File: src/rtl/laa_pkg.sv
// Shared types and constants for the LAA dispatcher.
//   laa_opcode_t  : operation code driven on laa_op toward the accelerator
//   disp_state_t  : dispatcher sequencing states
//   LAA_CUSTOM_OPCODE / FUNCT_* : custom-0 instruction decode constants
package laa_pkg;

  typedef enum logic [1:0] {
    LAA_NONE     = 2'd0,
    LAA_READ     = 2'd1,
    LAA_WRITE    = 2'd2,
    LAA_MULTIPLY = 2'd3
  } laa_opcode_t;

  typedef enum logic [1:0] {
    ST_IDLE  = 2'd0,
    ST_ISSUE = 2'd1,
    ST_POLL  = 2'd2,
    ST_WB    = 2'd3
  } disp_state_t;

  localparam logic [6:0] LAA_CUSTOM_OPCODE = 7'b0001011;
  localparam logic [4:0] FUNCT_READ        = 5'd1;
  localparam logic [4:0] FUNCT_WRITE       = 5'd2;
  localparam logic [4:0] FUNCT_EXEC        = 5'd3;

endpackage

File: src/rtl/laa_poll_timer.sv
// Poll-phase cycle counter for the dispatcher.
//   clk, rst : clock, synchronous active-high reset
//   clear    : restart count at 0 (priority over enable)
//   enable   : count one poll cycle
//   tc       : count has reached TIMEOUT_CYC-1
module laa_poll_timer #(
  parameter int TIMEOUT_CYC = 1024,
  parameter int CW          = $clog2(TIMEOUT_CYC)
) (
  input  logic clk,
  input  logic rst,
  input  logic clear,
  input  logic enable,
  output logic tc
);

  logic [CW-1:0] cnt;

  always_ff @(posedge clk) begin
    if (rst || clear) cnt <= '0;
    else if (enable)  cnt <= cnt + 1'b1;
  end

  assign tc = (cnt == CW'(TIMEOUT_CYC - 1));

endmodule

File: src/rtl/laa_dispatch.sv
// Core-side dispatcher for custom-0 LAA instructions.
//   ins_valid/ins/ins_ready : instruction acceptance from ID (accepted in IDLE)
//   rs1_addr/rs1_data       : core regfile read of ins[31:27]
//   busy                    : pipeline stall while a transaction is in flight
//   wb_valid/wb_rd/wb_data  : one-cycle write-back strobe for READ
//   laa_req/op/addr/wdata   : request toward the accelerator, held until laa_ack
//   laa_ack/laa_rdata       : accelerator completion and read data
//   illegal/timeout         : one-cycle event pulses
module laa_dispatch
  import laa_pkg::*;
#(
  parameter int XLEN        = 32,
  parameter int LAA_ADDR_W  = 5,
  parameter int STATUS_ADDR = 2**LAA_ADDR_W - 1,
  parameter int TIMEOUT_CYC = 1024
) (
  input  logic                  clk,
  input  logic                  Rst,
  input  logic                  ins_valid,
  input  logic [31:0]           ins,
  output logic                  ins_ready,
  output logic [4:0]            rs1_addr,
  input  logic [XLEN-1:0]       rs1_data,
  output logic                  busy,
  output logic                  wb_valid,
  output logic [4:0]            wb_rd,
  output logic [XLEN-1:0]       wb_data,
  output logic                  laa_req,
  output laa_opcode_t           laa_op,
  output logic [LAA_ADDR_W-1:0] laa_addr,
  output logic [XLEN-1:0]       laa_wdata,
  input  logic                  laa_ack,
  input  logic [XLEN-1:0]       laa_rdata,
  output logic                  illegal,
  output logic                  timeout
);

  disp_state_t state;
  logic [4:0]  funct;
  logic        op_ok;
  logic        hit;        // accelerator completed the pending request
  logic        poll_clr;
  logic        poll_tc;
  logic        unused_ins;

  assign funct      = ins[11:7];
  assign op_ok      = (ins[6:0] == LAA_CUSTOM_OPCODE);
  assign rs1_addr   = ins[31:27];
  assign ins_ready  = (state == ST_IDLE);
  assign busy       = (state != ST_IDLE);
  assign hit        = laa_req & laa_ack;
  assign unused_ins = ^ins[21:12];

  // Poll count restarts on the MULTIPLY ack that moves us into POLL.
  assign poll_clr = (state == ST_ISSUE) && hit && (laa_op == LAA_MULTIPLY);

  laa_poll_timer #(.TIMEOUT_CYC(TIMEOUT_CYC)) u_timer (
    .clk    (clk),
    .rst    (Rst),
    .clear  (poll_clr),
    .enable (state == ST_POLL),
    .tc     (poll_tc)
  );

  always_ff @(posedge clk) begin
    if (Rst) begin
      state     <= ST_IDLE;
      laa_req   <= 1'b0;
      laa_op    <= LAA_NONE;
      laa_addr  <= '0;
      laa_wdata <= '0;
      wb_valid  <= 1'b0;
      wb_rd     <= '0;
      wb_data   <= '0;
      illegal   <= 1'b0;
      timeout   <= 1'b0;
    end else begin
      illegal  <= 1'b0;
      timeout  <= 1'b0;
      wb_valid <= 1'b0;
      case (state)
        ST_IDLE: begin
          if (ins_valid) begin
            if (!op_ok) begin
              illegal <= 1'b1;
            end else begin
              case (funct)
                FUNCT_WRITE: begin
                  laa_addr  <= LAA_ADDR_W'(ins[26:22]);
                  laa_wdata <= rs1_data;
                  laa_op    <= LAA_WRITE;
                  laa_req   <= 1'b1;
                  state     <= ST_ISSUE;
                end
                FUNCT_READ: begin
                  laa_addr <= LAA_ADDR_W'(ins[31:27]);
                  wb_rd    <= ins[26:22];
                  laa_op   <= LAA_READ;
                  laa_req  <= 1'b1;
                  state    <= ST_ISSUE;
                end
                FUNCT_EXEC: begin
                  laa_op  <= LAA_MULTIPLY;
                  laa_req <= 1'b1;
                  state   <= ST_ISSUE;
                end
                default: illegal <= 1'b1;
              endcase
            end
          end
        end
        ST_ISSUE: begin
          if (hit) begin
            laa_req <= 1'b0;
            case (laa_op)
              LAA_READ: begin
                wb_data  <= laa_rdata;
                wb_valid <= (wb_rd != 5'd0);  // x0 target: transaction only
                state    <= ST_WB;
              end
              LAA_MULTIPLY: begin
                // Request drops for one cycle, then status reads begin.
                laa_op   <= LAA_READ;
                laa_addr <= LAA_ADDR_W'(STATUS_ADDR);
                state    <= ST_POLL;
              end
              default: begin
                laa_op <= LAA_NONE;
                state  <= ST_IDLE;
              end
            endcase
          end
        end
        ST_POLL: begin
          if (hit && (laa_rdata != '0)) begin
            // Completion beats a simultaneous terminal count.
            laa_req <= 1'b0;
            laa_op  <= LAA_NONE;
            state   <= ST_IDLE;
          end else if (poll_tc) begin
            laa_req <= 1'b0;
            laa_op  <= LAA_NONE;
            timeout <= 1'b1;
            state   <= ST_IDLE;
          end else begin
            // One idle cycle after every ack so an ack is never reused.
            laa_req <= ~hit;
          end
        end
        ST_WB: begin
          laa_op <= LAA_NONE;
          state  <= ST_IDLE;
        end
        default: state <= ST_IDLE;
      endcase
    end
  end

endmodule

File: config.mk
export PLATFORM = sky130hd
export DESIGN_NAME = laa_dispatch
export DESIGN_NICKNAME = d
export VERILOG_FILES = /design/src/rtl/laa_pkg.sv /design/src/rtl/laa_poll_timer.sv /design/src/rtl/laa_dispatch.sv
export SDC_FILE = /design/constraint.sdc
export NUM_CORES = 1
export LEC_CHECK = 0
export CORE_MARGIN = 1.5
export CORE_UTILIZATION = 45
export CTS_BUF_LIST = sky130_fd_sc_hd__clkbuf_2
export DETAILED_ROUTE_END_ITERATION = 8
export PLACE_DENSITY = 0.84
export SLEW_MARGIN = 20
export SYNTH_ARGS = -nofsm -noshare
export SYNTH_HDL_FRONTEND = slang
export SYNTH_HIERARCHICAL = 1
export SYNTH_SLANG_ARGS = --single-unit
File: constraint.sdc
create_clock -name clk -period 4.4 [get_ports clk]
set_input_delay 0.66 -clock clk [delete_from_list [all_inputs] [get_ports clk]]
set_output_delay 0.66 -clock clk [all_outputs]
set_load 0.02 [all_outputs]
==> metrics.cfg <==
[sta]
whs_ps=471
clock_skew_ps=15.5
final.min_clock_period_ps=3080
fmax_mhz=325
setup_viol=0
hold_viol_final=0
worst_slack_ps=1320
setup_tns_ps=0
period_share_pct=69.9
max_slew_margin_pct=29.1
worstMarginPinSlew_ps=1060
maxSlewViolCount=0
rsz0062_at_grt=false

[floorplanning]
fp.dieH_um=96.9
rows=34
die-area_mm2=0.00938
start_util_pct=45.9
core_area_mm2=0.00864
die_w_um=96.9
ios=187

[pwr]
p_leak_nw=1.90
p_sw_mw=0.330
p_comb_share_pct=9.4
seqPwrFrac_pct=60.5
p_int_mw=1.05
ir_drop_uv=131
p_clk_share_pct=30.0
switching_share_pct=23.9
power_density_mw_per_mm2=238
report.power.total_mw=1.38

[clocking]
cts_setup_buffers=0
clockRootBuffer=clkbuf_2
ctsResizeCount=0
cts_tree=yes
clkTransAtPathRegs_ps=260
h-tree-depth=3
cts_buffer_depth=2
clock_sinks=92
cts_made_buffers=9
clk_latency_ps=520
hold_buffers=0

[cells_and_area]
layout.nets=722
syn_to_final_growth_pct=46.4
diodes=0
layout-drive-gt1-share_pct=14.2

[route]
first_pass_iters=4
wirelength_um=10900
dr_total_vias=3850
via_per_inst=5.25
drc=0
ant_nets=0
drtIter0Drc=136
wl_per_cell_um=14.8

[worst_setup_path]
cp_max_fo=21
end_kind=primary output
critical_path_class=reg -> out
start_kind=register
crit_required_ps=3740
r2r-start=state[1]$_SDFFE_PP0P_
ff2ff_path_depth=4
timing.rr.end=laa_wdata[6]$_SDFFE_PP0P_
crit_arrival_ps=2420
reg2reg_slack_ps=2020

[synthesis]
seq_area_frac_synth_pct=46.4
synth_area_leader_cell=dfxtp_1
yosys.area.top_type_share_pct=46.4
synthTopCellsByArea=dfxtp_1 46%, nand2_1 9.8%, a21oi_2 6.6%
synth_fp_nets=566
yosysUniqueCellTypes=46
synthMostInstantiatedCell=nand2_1
async_flop_share_pct=0
synthTopCellsByCount=104 x nand2_1, 92 x dfxtp_1, 47 x a21oi_1, 30 x a21oi_2, 30 x nand2_2
syn-instance-count=465
syn-cell-area_mm2=0.00397
ys_warn_count=6
syn_area_per_cell_um2=8.53
synthFlopType=dfxtp_1
ys_seq_elements=92
synth_edf_count=0

[global_route]
grt_max_degree=84
grt_pass1_vias=3899
grt.overflow.total=0
grt_pass1_wl_um=17800
grt_usage_pct=22.8
antenna_found_initial=0

[placement]
pre_cts_slack_ps=1220
place.gp.congestion=0.809
io_buffers=176
dp_hpwl_um=7980

[worst_hold_path]
holdPathStages=2
min_to=wb_data[0]$_SDFFE_PP0P_
hp-start=wb_data[0]$_SDFFE_PP0P_
worstHoldPathType=reg -> reg

[run]
drv_cap=0

[status]
status=completed

[flip-flops by register name, indices dropped and copies added, names as in the netlist]
register,cells
illegal,1
laa_addr,5
laa_op,2
laa_req,1
laa_wdata,32
state,2
timeout,1
u_timer/cnt,10
wb_data,32
wb_rd,5
wb_valid,1
[cells by family after synthesis]
group,share of synthesized area (%)
mux,1.77
buf+inv,5.52
compound gates,17.5
simple gates,27.6
flops,46.5
xor+xnor,0.884
fa+ha+maj,0.316
[worst max-delay path by stage]
stage,endpoint,from,depth (start not counted)
after floorplan,laa_wdata[19]$_SDFFE_PP0P_,ins[2],6
after global routing,busy,state[1]$_SDFFE_PP0P_,3
after CTS,busy,state[1]$_SDFFE_PP0P_,3
after global placement,laa_wdata[6]$_SDFFE_PP0P_,ins[2],6
after detailed placement,laa_wdata[6]$_SDFFE_PP0P_,ins[2],6
final,busy,state[1]$_SDFFE_PP0P_,3
[cell type report]
cell class	count	area (um^2)
fill	704	2830
multi-input combinational	335	1910
sequential	92	1840
timing repair buffer	179	1780
tap	108	135
clock inverter	6	65.1
clock buffer	10	50.0
inverter	4	15.0
[routing by layer]
layer | share of wire [%] | track usage, % | vias up | wire [um]
met4 | 1.7 | 7.69 | 0 | 180
li1 | - | - | 1906 | -
met1 | 38 | 25.1 | 1785 | 4170
met3 | 9.1 | 8.53 | 18 | 991
met2 | 51 | 40.2 | 141 | 5520
met5 | 0 | 0 | - | 0
[metrics by stage]
stage	util (%)	cells	instance area, um^2
2_1_floorplan	-	465	3970
3_3_place_gp	65.9	718	5690
3_5_place_dp	65.9	718	5690
4_1_cts	67.2	734	5800
5_1_grt	67.2	734	5800
6_report	67.2	734	5800
[power groups by stage]
stage / Combinational, mW / Sequential, mW / Clock, mW
floorplan: 0.0331 / 0.853 / 0
global placement: 0.129 / 0.852 / 0
detailed placement: 0.130 / 0.852 / 0
CTS: 0.131 / 0.837 / 0.427
global route: 0.138 / 0.838 / 0.460
finish: 0.130 / 0.837 / 0.415
[worst max-delay path, stage by stage, from the launching register on]
cell and delay, ps:
dfxtp_1 810, nor2_1 270, inv_1 200, clkdlybuf4s50_1 630
[cell usage in the layout, fill, tap and decap left out, types with 2 or more instances in the layout]
cell | synthesis | routed
or4_1 | 4 | 4
buf_4 | 5 | 4
clkbuf_2 | 1 | 10
nor4_1 | 12 | 12
clkinv_2 | 0 | 2
a211oi_1 | 7 | 7
nand2_1 | 104 | 104
clkinv_4 | 0 | 2
nand3_1 | 5 | 5
and3_1 | 5 | 5
nand2_2 | 30 | 30
nand4_1 | 6 | 6
o21ai_0 | 12 | 12
o31ai_1 | 4 | 4
or3_1 | 8 | 8
nor3_1 | 8 | 8
clkdlybuf4s50_1 | 0 | 175
a21oi_2 | 30 | 30
dfxtp_1 | 92 | 92
a21oi_1 | 47 | 47
xor2_1 | 3 | 3
nor2b_1 | 4 | 4
nor2_1 | 19 | 19
mux2i_1 | 7 | 7
inv_1 | 4 | 4
(Power assumes the default switching activity.)
==> RTL edit (same flow settings) <==
`TIMEOUT_CYC` is set to 1024 in 2 places; all go to 2048.
--- a/src/rtl/laa_poll_timer.sv
+++ b/src/rtl/laa_poll_timer.sv
@@ -4,7 +4,7 @@
 //   enable   : count one poll cycle
 //   tc       : count has reached TIMEOUT_CYC-1
 module laa_poll_timer #(
-  parameter int TIMEOUT_CYC = 1024,
+  parameter int TIMEOUT_CYC = 2048,
   parameter int CW          = $clog2(TIMEOUT_CYC)
 ) (
   input  logic clk,
--- a/src/rtl/laa_dispatch.sv
+++ b/src/rtl/laa_dispatch.sv
@@ -12,7 +12,7 @@
   parameter int XLEN        = 32,
   parameter int LAA_ADDR_W  = 5,
   parameter int STATUS_ADDR = 2**LAA_ADDR_W - 1,
-  parameter int TIMEOUT_CYC = 1024
+  parameter int TIMEOUT_CYC = 2048
 ) (
   input  logic                  clk,
   input  logic                  Rst,
Function: no difference found for any inputs over 4 cycles, from zero or initial values and one cycle with Rst high; that may be too few to reach the edited logic, so the function may still have changed.
==> RTL edit against the original RTL <==
Sequential cell count is 1 higher. Setup slack better by 31 ps. Register-to-register slack better by 100 ps. Area after synthesis is 1.4% higher. Routed wire length is 0.29% lower. Power is 1.2% lower. Cell area is 0.60% higher. Sequential share of layout area is 0.15 points higher. Hold slack hardly changed.
==> RTL edit: results <==
export IMPL_vias=3910
export IMPL_dp_hpwl_mm=8.04
export IMPL_ys_top_cells_by_count="103 x nand2_1, 93 x dfxtp_1, 47 x a21oi_1, 30 x a21oi_2, 30 x nand2_2"
export IMPL_nFillCells=741
export IMPL_reg_top3="laa_wdata (32), wb_data (32), u_timer/cnt (11)"
export IMPL_status="finished, final reports clean"
export IMPL_netlist_top_cells_area="dfxtp_1 46%, nand2_1 9.6%, a21oi_2 6.5%"
export IMPL_min_from="laa_wdata[6]$_SDFFE_PP0P_"
export IMPL_grt_pass1_vias=3837
export IMPL_met1_usage_pct=24.9
export IMPL_gp_congestion=0.799
export IMPL_antennaDiodeCount=0
export IMPL_min_path_cells=2
export IMPL_cp_arrival_ps=2390
export IMPL_via_per_inst=5.28
export IMPL_worst_pin_slew_ps=1060
export IMPL_vdd_drop_max_mv=0.158
export IMPL_synth_cell_types=48
export IMPL_drt_iter0_drc=145
export IMPL_min_to="laa_wdata[6]$_SDFFE_PP0P_"
export IMPL_wl_per_cell_um=14.6
export IMPL_synth_net_count=573
export IMPL_wl_met3_mm=1.02
export IMPL_placed_cells=724
export IMPL_layout_drive_gt1_share_pct=14.1
export IMPL_yosysSeqAreaShare_pct=46.3
export IMPL_postSynthCellCount=472
export IMPL_layout_nets=728
export IMPL_grt_max_degree=86
export IMPL_placed_area_mm2=0.00573
export IMPL_fin_skew_ps=43.1
export IMPL_m1WireLength_mm=4.16
export IMPL_p_leak_nw=1.91
export IMPL_rr_endpoint="laa_wdata[5]$_SDFFE_PP0P_"
export IMPL_use_met2_pct=40.7
export IMPL_met2_length_mm=5.48
export IMPL_r2r_slack_ps=2120
-- RTL edit: cell count changes after synthesis, sizes merged --
cell | unedited run | this run
buf | 11 | 13
nand3 | 5 | 7
clkbuf | 23 | 22
dfxtp | 92 | 93
nand2 | 134 | 133
nor2 | 20 | 21
o311ai | 0 | 1
o41ai | 0 | 1
or3 | 9 | 10
-- RTL edit: worst max-delay path, cell delays in order (launching register included) --
cell and delay (ps):
dfxtp_1 800, nor2_1 260, inv_1 200, clkdlybuf4s50_1 630
-- RTL edit: where the power goes --
group / internal (mW) / total (mW) / switching (mW)
clock: 0.0837 / 0.389 / 0.305
sequential: 0.846 / 0.846 / 0.000158
combinational: 0.0823 / 0.131 / 0.0488
-- RTL edit: cells by family (layout without fill, tap and decap cells) --
| kind of cell | Yosys count | count (layout) | synth area share (%) |
|---|---|---|---|
| buf+inv | 39 | 199 | 5.72 |
| mux | 7 | 7 | 1.74 |
| xor+xnor | 4 | 4 | 0.871 |
| flops | 93 | 93 | 46.3 |
| compound gates | 107 | 107 | 17.7 |
| fa+ha+maj | 1 | 1 | 0.311 |
| simple gates | 221 | 221 | 27.4 |
-- RTL edit: layout make-up --
type | count | area, um^2 | share of cell area (%)
clock buffer | 9 | 45.0 | 0.772
timing repair buffer | 179 | 1780 | 30.5
sequential | 93 | 1860 | 31.9
multi-input combinational | 340 | 1940 | 33.3
clock inverter | 7 | 57.6 | 0.986
inverter | 4 | 15.0 | 0.257
tap | 108 | 135 | 2.31
-- RTL edit: per-stage QoR --
stage | worst slack [ps] | util (%)
2_1_floorplan | 2290 | -
3_3_place_gp | 1310 | 66.1
3_5_place_dp | 1240 | 66.1
4_1_cts | 1350 | 67.2
5_1_grt | 1230 | 67.3
6_report | 1350 | 67.3
